===== src/rtl/eth_mac_tx_framer.sv =====
// eth_mac_tx_framer: turns frames from the TX prefetch FIFO into a GMII stream (preamble, SFD, data, [pad], FCS, IFG).
// Latency: tx_start sampled at cycle N -> first 0x55 on gmii_txd at N+1; all GMII outputs are registered.
// Backpressure: none toward GMII; an empty FIFO mid-frame is an underrun (one tx_er cycle, then drain to frame end).
// Ports: tx_start/tx_len/tx_ready/tx_done/tx_err  - frame request and status
//        fifo_rd_en/fifo_rd_vld/fifo_rd_data       - pop interface of the prefetch FIFO
//        gmii_tx_en/gmii_tx_er/gmii_txd            - registered GMII transmit outputs
// Build option: define ETH_MAC_TX_PAD_EN to zero-pad frames shorter than MIN_FRAME bytes before the FCS.
module eth_mac_tx_framer #(
  parameter int LEN_WIDTH  = 11,
  parameter int MAX_LEN    = 1514,
  parameter int MIN_FRAME  = 60,
  parameter int IFG_CYCLES = 12
) (
  input  logic                 clk,
  input  logic                 rst,
  input  logic                 tx_start,
  input  logic [LEN_WIDTH-1:0] tx_len,
  output logic                 tx_ready,
  output logic                 tx_done,
  output logic                 tx_err,
  output logic                 fifo_rd_en,
  input  logic                 fifo_rd_vld,
  input  logic [7:0]           fifo_rd_data,
  output logic                 gmii_tx_en,
  output logic                 gmii_tx_er,
  output logic [7:0]           gmii_txd
);

  typedef enum logic [2:0] {
    S_IDLE, S_PRE, S_SFD, S_DATA, S_PAD, S_FCS, S_IFG, S_DRAIN
  } state_t;

`ifdef ETH_MAC_TX_PAD_EN
  localparam bit PAD_ON = 1'b1;
`else
  localparam bit PAD_ON = 1'b0;
`endif

  localparam logic [LEN_WIDTH-1:0] MAX_LEN_L = LEN_WIDTH'(MAX_LEN);
  localparam logic [LEN_WIDTH-1:0] MIN_L     = LEN_WIDTH'(MIN_FRAME);
  localparam logic [LEN_WIDTH-1:0] IFG_LAST  = LEN_WIDTH'(IFG_CYCLES - 1);
  // The first preamble byte is loaded on the IDLE->PRE edge, so PRE itself
  // only has to produce the remaining six.
  localparam logic [LEN_WIDTH-1:0] PRE_LAST  = LEN_WIDTH'(5);

  state_t               state, state_nxt;
  logic [LEN_WIDTH-1:0] cnt, cnt_nxt, cnt_inc;
  logic [LEN_WIDTH-1:0] len, len_nxt;
  logic [31:0]          crc, crc_nxt, fcs;
  logic                 frame_ok, frame_ok_nxt;
  logic                 pad_needed;
  logic [7:0]           txd_nxt;
  logic                 tx_en_nxt, tx_er_nxt, tx_err_nxt;

  function automatic logic [31:0] crc_byte(input logic [31:0] c, input logic [7:0] d);
    logic [31:0] r;
    r = c ^ {24'd0, d};
    for (int i = 0; i < 8; i++) begin
      r = r[0] ? ((r >> 1) ^ 32'hEDB88320) : (r >> 1);
    end
    return r;
  endfunction

  assign cnt_inc    = cnt + LEN_WIDTH'(1);
  assign fcs        = ~crc;
  assign pad_needed = PAD_ON && (len < MIN_L);
  assign tx_ready   = (state == S_IDLE);
  assign fifo_rd_en = ((state == S_DATA) || (state == S_DRAIN)) && fifo_rd_vld;
  assign tx_done    = (state == S_IFG) && (cnt == IFG_LAST) && frame_ok;

  always_comb begin
    state_nxt    = state;
    cnt_nxt      = cnt;
    len_nxt      = len;
    crc_nxt      = crc;
    frame_ok_nxt = frame_ok;
    txd_nxt      = 8'h00;
    tx_en_nxt    = 1'b0;
    tx_er_nxt    = 1'b0;
    tx_err_nxt   = 1'b0;
    case (state)
      S_IDLE: begin
        if (tx_start) begin
          if ((tx_len != '0) && (tx_len <= MAX_LEN_L)) begin
            state_nxt    = S_PRE;
            len_nxt      = tx_len;
            cnt_nxt      = '0;
            crc_nxt      = 32'hFFFFFFFF;
            frame_ok_nxt = 1'b1;
            txd_nxt      = 8'h55;
            tx_en_nxt    = 1'b1;
          end else begin
            tx_err_nxt = 1'b1;
          end
        end
      end
      S_PRE: begin
        txd_nxt   = 8'h55;
        tx_en_nxt = 1'b1;
        if (cnt == PRE_LAST) begin
          state_nxt = S_SFD;
          cnt_nxt   = '0;
        end else begin
          cnt_nxt = cnt_inc;
        end
      end
      S_SFD: begin
        txd_nxt   = 8'hD5;
        tx_en_nxt = 1'b1;
        state_nxt = S_DATA;
        cnt_nxt   = '0;
      end
      S_DATA: begin
        if (fifo_rd_vld) begin
          txd_nxt   = fifo_rd_data;
          tx_en_nxt = 1'b1;
          crc_nxt   = crc_byte(crc, fifo_rd_data);
          cnt_nxt   = cnt_inc;
          if (cnt_inc == len) begin
            if (pad_needed) begin
              state_nxt = S_PAD;       // cnt keeps counting total frame bytes
            end else begin
              state_nxt = S_FCS;
              cnt_nxt   = '0;
            end
          end
        end else begin
          // Underrun: poison the frame on the wire, then drain its tail.
          tx_en_nxt    = 1'b1;
          tx_er_nxt    = 1'b1;
          tx_err_nxt   = 1'b1;
          frame_ok_nxt = 1'b0;
          state_nxt    = S_DRAIN;
        end
      end
`ifdef ETH_MAC_TX_PAD_EN
      S_PAD: begin
        tx_en_nxt = 1'b1;
        crc_nxt   = crc_byte(crc, 8'h00);
        cnt_nxt   = cnt_inc;
        if (cnt_inc == MIN_L) begin
          state_nxt = S_FCS;
          cnt_nxt   = '0;
        end
      end
`endif
      S_FCS: begin
        txd_nxt   = fcs[{cnt[1:0], 3'b000} +: 8];
        tx_en_nxt = 1'b1;
        if (cnt[1:0] == 2'd3) begin
          state_nxt = S_IFG;
          cnt_nxt   = '0;
        end else begin
          cnt_nxt = cnt_inc;
        end
      end
      S_IFG: begin
        // The wire goes quiet one cycle after IFG is entered and stays quiet
        // through the following IDLE cycle, giving IFG_CYCLES idle bytes.
        if (cnt == IFG_LAST) begin
          state_nxt = S_IDLE;
          cnt_nxt   = '0;
        end else begin
          cnt_nxt = cnt_inc;
        end
      end
      S_DRAIN: begin
        if (fifo_rd_vld) begin
          cnt_nxt = cnt_inc;
          if (cnt_inc == len) begin
            state_nxt = S_IFG;
            cnt_nxt   = '0;
          end
        end
      end
      default: begin
        state_nxt = S_IDLE;
        cnt_nxt   = '0;
      end
    endcase
  end

  always_ff @(posedge clk or posedge rst) begin
    if (rst) begin
      state      <= S_IDLE;
      cnt        <= '0;
      len        <= '0;
      crc        <= 32'hFFFFFFFF;
      frame_ok   <= 1'b0;
      gmii_txd   <= 8'h00;
      gmii_tx_en <= 1'b0;
      gmii_tx_er <= 1'b0;
      tx_err     <= 1'b0;
    end else begin
      state      <= state_nxt;
      cnt        <= cnt_nxt;
      len        <= len_nxt;
      crc        <= crc_nxt;
      frame_ok   <= frame_ok_nxt;
      gmii_txd   <= txd_nxt;
      gmii_tx_en <= tx_en_nxt;
      gmii_tx_er <= tx_er_nxt;
      tx_err     <= tx_err_nxt;
    end
  end

endmodule


===== config.mk =====
export PLATFORM = sky130hd
export DESIGN_NAME = eth_mac_tx_framer
export DESIGN_NICKNAME = d
export VERILOG_FILES = /design/src/rtl/eth_mac_tx_framer.sv
export SDC_FILE = /design/constraint.sdc
export NUM_CORES = 1
export LEC_CHECK = 0
export CORE_ASPECT_RATIO = 0.5
export CORE_MARGIN = 3
export CORE_UTILIZATION = 60
export CTS_BUF_LIST = sky130_fd_sc_hd__clkbuf_4
export DETAILED_ROUTE_END_ITERATION = 6
export PLACE_DENSITY = 0.82
export REMOVE_ABC_BUFFERS = 1
export SLEW_MARGIN = 10
export SYNTH_ARGS = -nofsm -noshare
export SYNTH_HDL_FRONTEND = slang
export SYNTH_SLANG_ARGS = --single-unit

===== constraint.sdc =====
create_clock -name clk -period 3.2 [get_ports clk]
set_input_delay 0.32 -clock clk [delete_from_list [all_inputs] [get_ports clk]]
set_output_delay 0.32 -clock clk [all_outputs]
set_load 0.05 [all_outputs]

Word level (Yosys, flattened, before mapping)
Index checks and enable logic that the tools add are counted.

Reduce and logical (&&, ||, !) cells: 15. Multiplexer cells: 46. Shifts and indexed selects: 1. Magnitude comparators: 1. Add/sub/neg operators: 1. Bitwise logic cells: 10. Equality and inequality tests: 21.

Operator list (count): two-way mux 32 bit (11); inverter 13 -> 14 bit (8); two-way mux 11 bit (7); case mux 32 bit (2 select lines) (1); case mux 11 bit (5 select lines) (1); case mux 8 bit (5 select lines) (1); inverter 32 bit (1); indexed part select 32 x 6 -> 8 bit (1); XOR 32 x 8 -> 32 bit (1); two-way mux 3 bit (9); case mux 3 bit (7 select lines) (1); two-way mux 7 bit (2); != test 2 bit (second input constant) (6); adder 11 x 1 -> 11 bit (second input constant) (1); equality test 11 bit (1); equality test 11 x 3 -> 1 bit (second input constant) (1); equality test 11 x 4 -> 1 bit (second input constant) (1); less-or-equal comparator 11 bit (second input constant) (1); nonzero test 11 bit (1); equality test 3 bit (second input constant) (3); two-way mux 1 bit (9); two-way mux 8 bit (1); != test 2 x 1 -> 1 bit (second input constant) (4); AND reduction 4 bit (2); 13 further kinds (20).

Output and inout port bits: 14. Register bits after elaboration: 69.

Longest topological paths before layout
Word-level depth: 19. Depth in mapped cells: 10. Mapped depth without buffers: 9.

Least setup slack after synthesis
Ideal clock, no wire load.

Path kind: register to register. From: reg state[1]. To: reg len[0]. Stages on the path, launching flop included: 6. Period minus slack after synthesis: 2985 ps. Setup time: 125 ps. Path buffers: 2. Path slack: 215 ps. Arrival: 2860 ps. Data required time: 3075 ps. Path through: dfrtp_1 -> clkbuf_1 -> nor3_1 -> nand2b_1 -> buf_1 -> mux2_2.

Word-level cells in the longest chain between the ends: 2.

RTL lines: from (decl) (line 46) `state_t state, state_nxt;`; from (signal assigned) (line 195) `state <= state_nxt;`; logical NOT 3 bit; net tx_ready (line 18) `output logic tx_ready,`; AND reduction 3 bit (no line); to (signal assigned) (line 197) `len <= len_nxt;`; to (decl) (line 48) `logic [LEN_WIDTH-1:0] len, len_nxt;`.

The timed path passes the listed nets, and every way through them passes these cells. A chain may end at the register's enable or synchronous reset.

Final worst setup path
From: reg cnt[1]. To: reg cnt[9].

Word-level cells in the longest chain between the ends: 5. Elaborated cells on any way between the ends: 11. Those cells by class: add/sub (1); eq/ne (4); mux (6).

RTL lines: from (decl) (line 47) `logic [LEN_WIDTH-1:0] cnt, cnt_nxt, cnt_inc;`; from (signal assigned) (line 196) `cnt <= cnt_nxt;`; adder 11 x 1 -> 11 bit (line 64) `assign cnt_inc = cnt + LEN_WIDTH'(1);`; equality test 11 bit (line 119, 170); two-way mux 11 bit (line 119) `if (cnt_inc == len) begin`; two-way mux 11 bit (line 168) `if (fifo_rd_vld) begin`; case mux 11 bit (5 select lines) * (line 81) `case (state)`.

Mark *: on every way between the ends. The rest lies on a longest branch, timed or not. The select of a mux whose other input is x is not followed.

==> key figures <==
Final layout
  • Fin cells: 582
  • Layout cells sized above 1: 0.196
  • Synthesis-to-layout area growth: 14.4%
  • Fill count: 497
  • Post-layout util: 0.730
  • # nets final: 511
  • # diodes: 0

Placed design
  • PortBufs: 36
  • Post-place setup slack: 0.376 ns
  • Final HPWL DP: 7010 um
  • Dpl cells: 566
  • Placer congestion estimate: 0.873

Route
  • Vias: 3511
  • DR WL met2: 4840 um
  • Total iterations of the first detailed-routing run: 5
  • Drt first-iter violations: 350
  • Uppermost layer routed: met4
  • Met3 routed WL: 539 um
  • Antenna viol nets, final: 0
  • Avg Vias per Cell: 6.03
  • DRT met1 WL: 4580 um
  • Avg WL per Cell: 17.2 um
  • DRC Markers: 0
  • Routed wire length: 10000 um

Critical path
  • Worst-path cell chain: ha_1 > nand3_1 > or3_1 > xnor2_1 > a2111o_1 > or3_1 > a21oi_1 > o211ai_1
  • Crit-path most repeated cell: or3_1
  • Critical Path Start Type: flop
  • Crit path DAT: 3.19 ns
  • Family with the most delay on the worst path: simple AND/OR/NAND/NOR gates
  • Slowest CP cell: or3_1
  • Max incr delay on CP: 0.50 ns
  • WP data required: 3.50 ns
  • Buf+Inv Stages, Crit Path: 0
  • Kind of critical path: reg2reg
  • Critical Path End Type: flop
  • CP max FO: 9

STA
  • Min Tclk post-route: 2.89 ns
  • Setup Total Neg Slack: 0 ns
  • Max Fclk: 346 MHz
  • RSZ-0062 raised after global routing: false
  • Worst Max-Slew Pin Slew: 0.776 ns
  • Rel. slew slack: 0.479
  • Final hold slack: 0.330 ns
  • # setup viols final: 0
  • Tcrit/Tclk final: 0.903
  • Layout Skew: 0.0137 ns
  • Final slew viol count: 0
  • Endpoints failing hold: 0
  • Final WS setup: 0.311 ns

Logic synthesis
  • Most frequent cell after synthesis: xnor2_1
  • Post-synthesis register bit count: 69
  • Synth top cells by count: xnor2_1, nor2_1, dfrtp_1
  • Synth async-reset ratio: 1.00
  • Synth Cell Area: 4400 sq um
  • Synth top area share: 0.211
  • Main area contributors after synthesis: dfrtp_1, dfstp_2, xnor2_1
  • Largest area contributor in the netlist: dfrtp_1
  • Count of different cell masters after synthesis: 57
  • Cell count after synthesis: 449
  • Post-synth EDFFs: 0
  • Ys Warns: 0
  • Seq/Total Area, Yosys: 0.402
  • Synth Flop Type: dfrtp_1
  • Avg Cell Area, Syn: 9.79 sq um

Floorplanning
  • Core footprint: 6880 sq um
  • Rows: 21
  • Die Wd: 127 um
  • Die area: 8450 sq um
  • Initial Utilization: 0.639
  • Die height: 66.5 um
  • Ports: 37

CTS
  • Clk sinks: 69
  • Total CTS buffers: 9
  • H-Tree Depth: 3
  • Clock buffer depth: 2
  • Clock transition at path regs: 0.11 ns
  • Skew-Pair Late Insertion Delay: 0.43 ns
  • CTS tree: done
  • Root Buffer: clkbuf_4

Power and ir drop
  • Leakage: 0.00197 uW
  • Peak VDD IR: 0.629 mV
  • PwrDens: 1060 nW/um^2

Global route
  • Vias in the first global route: 3238
  • Global-route wire length before repair: 16500 um
  • Total global routing overflow: 0
  • Antenna violations before repair: 0
  • Global Route Usage Sum: 0.253
  • Largest net degree at the start of global routing: 65

Run
  • Max Cap Violations: 0

Min path
  • Hold WC Path Type: in2async

Run status
  • Status: complete, no violations
==> logic make-up (layout without fill, tap and decap cells) <==
| logic type | after synthesis | in the layout | share of synthesized area |
|---|---|---|---|
| buffers and inverters | 37 | 78 | 0.0378 |
| adders and majority gates | 3 | 3 | 0.00854 |
| xor gates and xnor gates | 84 | 84 | 0.179 |
| and+or+nand+nor | 126 | 126 | 0.135 |
| DFF | 69 | 69 | 0.402 |
| AOI/OAI and AO/OA | 111 | 111 | 0.168 |
| muxes | 19 | 19 | 0.0692 |
==> through the flow <==
| step | power (uW) | cell area [sq um] |
|---|---|---|
| 2_1_floorplan | 3990 | 4270 |
| 3_3_place_gp | 4700 | 4900 |
| 3_5_place_dp | 4770 | 4900 |
| 4_1_cts | 5330 | 5030 |
| 5_1_grt | 5720 | 5030 |
| 6_report | 5350 | 5030 |
==> power breakdown <==
group	internal, uW	switching (uW)
sequential	1250	262
clock	239	311
combinational	1460	1830
==> registers in the layout (all words and copies together) (netlist names) <==
name / cells
tx_err: 1
state: 3
gmii_txd: 8
crc: 32
frame_ok: 1
gmii_tx_er: 1
len: 11
gmii_tx_en: 1
cnt: 11
==> path summary, 6_finish.rpt <==
check | startpoint | end | slack [ns] | cells after the start
hold reg to reg | crc[13] | crc[13] | 0.52 | 2
setup reg to reg | cnt[1] | cnt[9] | 0.31 | 8
min in group clk | crc[13] | crc[13] | 0.52 | 2
hold / removal | rst | cnt[8] | 0.33 | 2
max in group asynchronous | rst | crc[24] | 2.15 | 3
setup / recovery | cnt[1] | cnt[9] | 0.31 | 8
==> final cells by class <==
class | instances | area, sq um | share of cell area
Tap cell | 92 | 115 | 0.0229
Clock buffer | 10 | 75.1 | 0.0149
Sequential cell | 69 | 1770 | 0.351
Timing Repair Buffer | 52 | 508 | 0.101
Inverter | 10 | 37.5 | 0.00746
Multi-Input combinational cell | 343 | 2470 | 0.492
Clock inverter | 6 | 52.6 | 0.0105
==> cells in the final DEF, fill, tap and decap left out, types with 2 or more instances in the layout <==
cell / count
a2111o_1: 2
a211o_1: 5
a211oi_1: 4
a21o_1: 3
a21oi_1: 17
a31o_2: 2
a31oi_1: 31
and2_1: 3
and3_1: 3
buf_12: 2
buf_4: 14
clkbuf_4: 10
clkdlybuf4s50_1: 35
clkinv_1: 3
dfrtp_1: 37
dfstp_2: 32
ha_1: 3
inv_1: 9
mux2_2: 11
mux4_2: 8
nand2_1: 23
nand2b_1: 3
nand3_1: 7
nand3b_1: 2
nand4_1: 7
nor2_1: 49
nor2b_1: 2
nor3_1: 10
nor4_1: 7
o211ai_1: 6
o21ai_0: 18
o22ai_1: 4
o31ai_1: 3
o32ai_1: 2
or3_1: 4
xnor2_1: 53
xnor2_2: 6
xor2_1: 24
==> layer usage <==
| metal | GRT usage | vias to the layer above |
|---|---|---|
| met5 | 0 | - |
| li1 | - | 1687 |
| met4 | 0.0655 | 0 |
| met1 | 0.350 | 1700 |
| met2 | 0.401 | 118 |
| met3 | 0.0657 | 6 |
==> timing repair <==
item | CTS | global route
endpoints found under the setup margin | 0 | 1
endpoints found under the hold margin | 0 | 0
setup buffers | 0 | 0
resized for setup | 0 | 1
hold buffers | 0 | 0
Power figures use the tool's default switching activity.
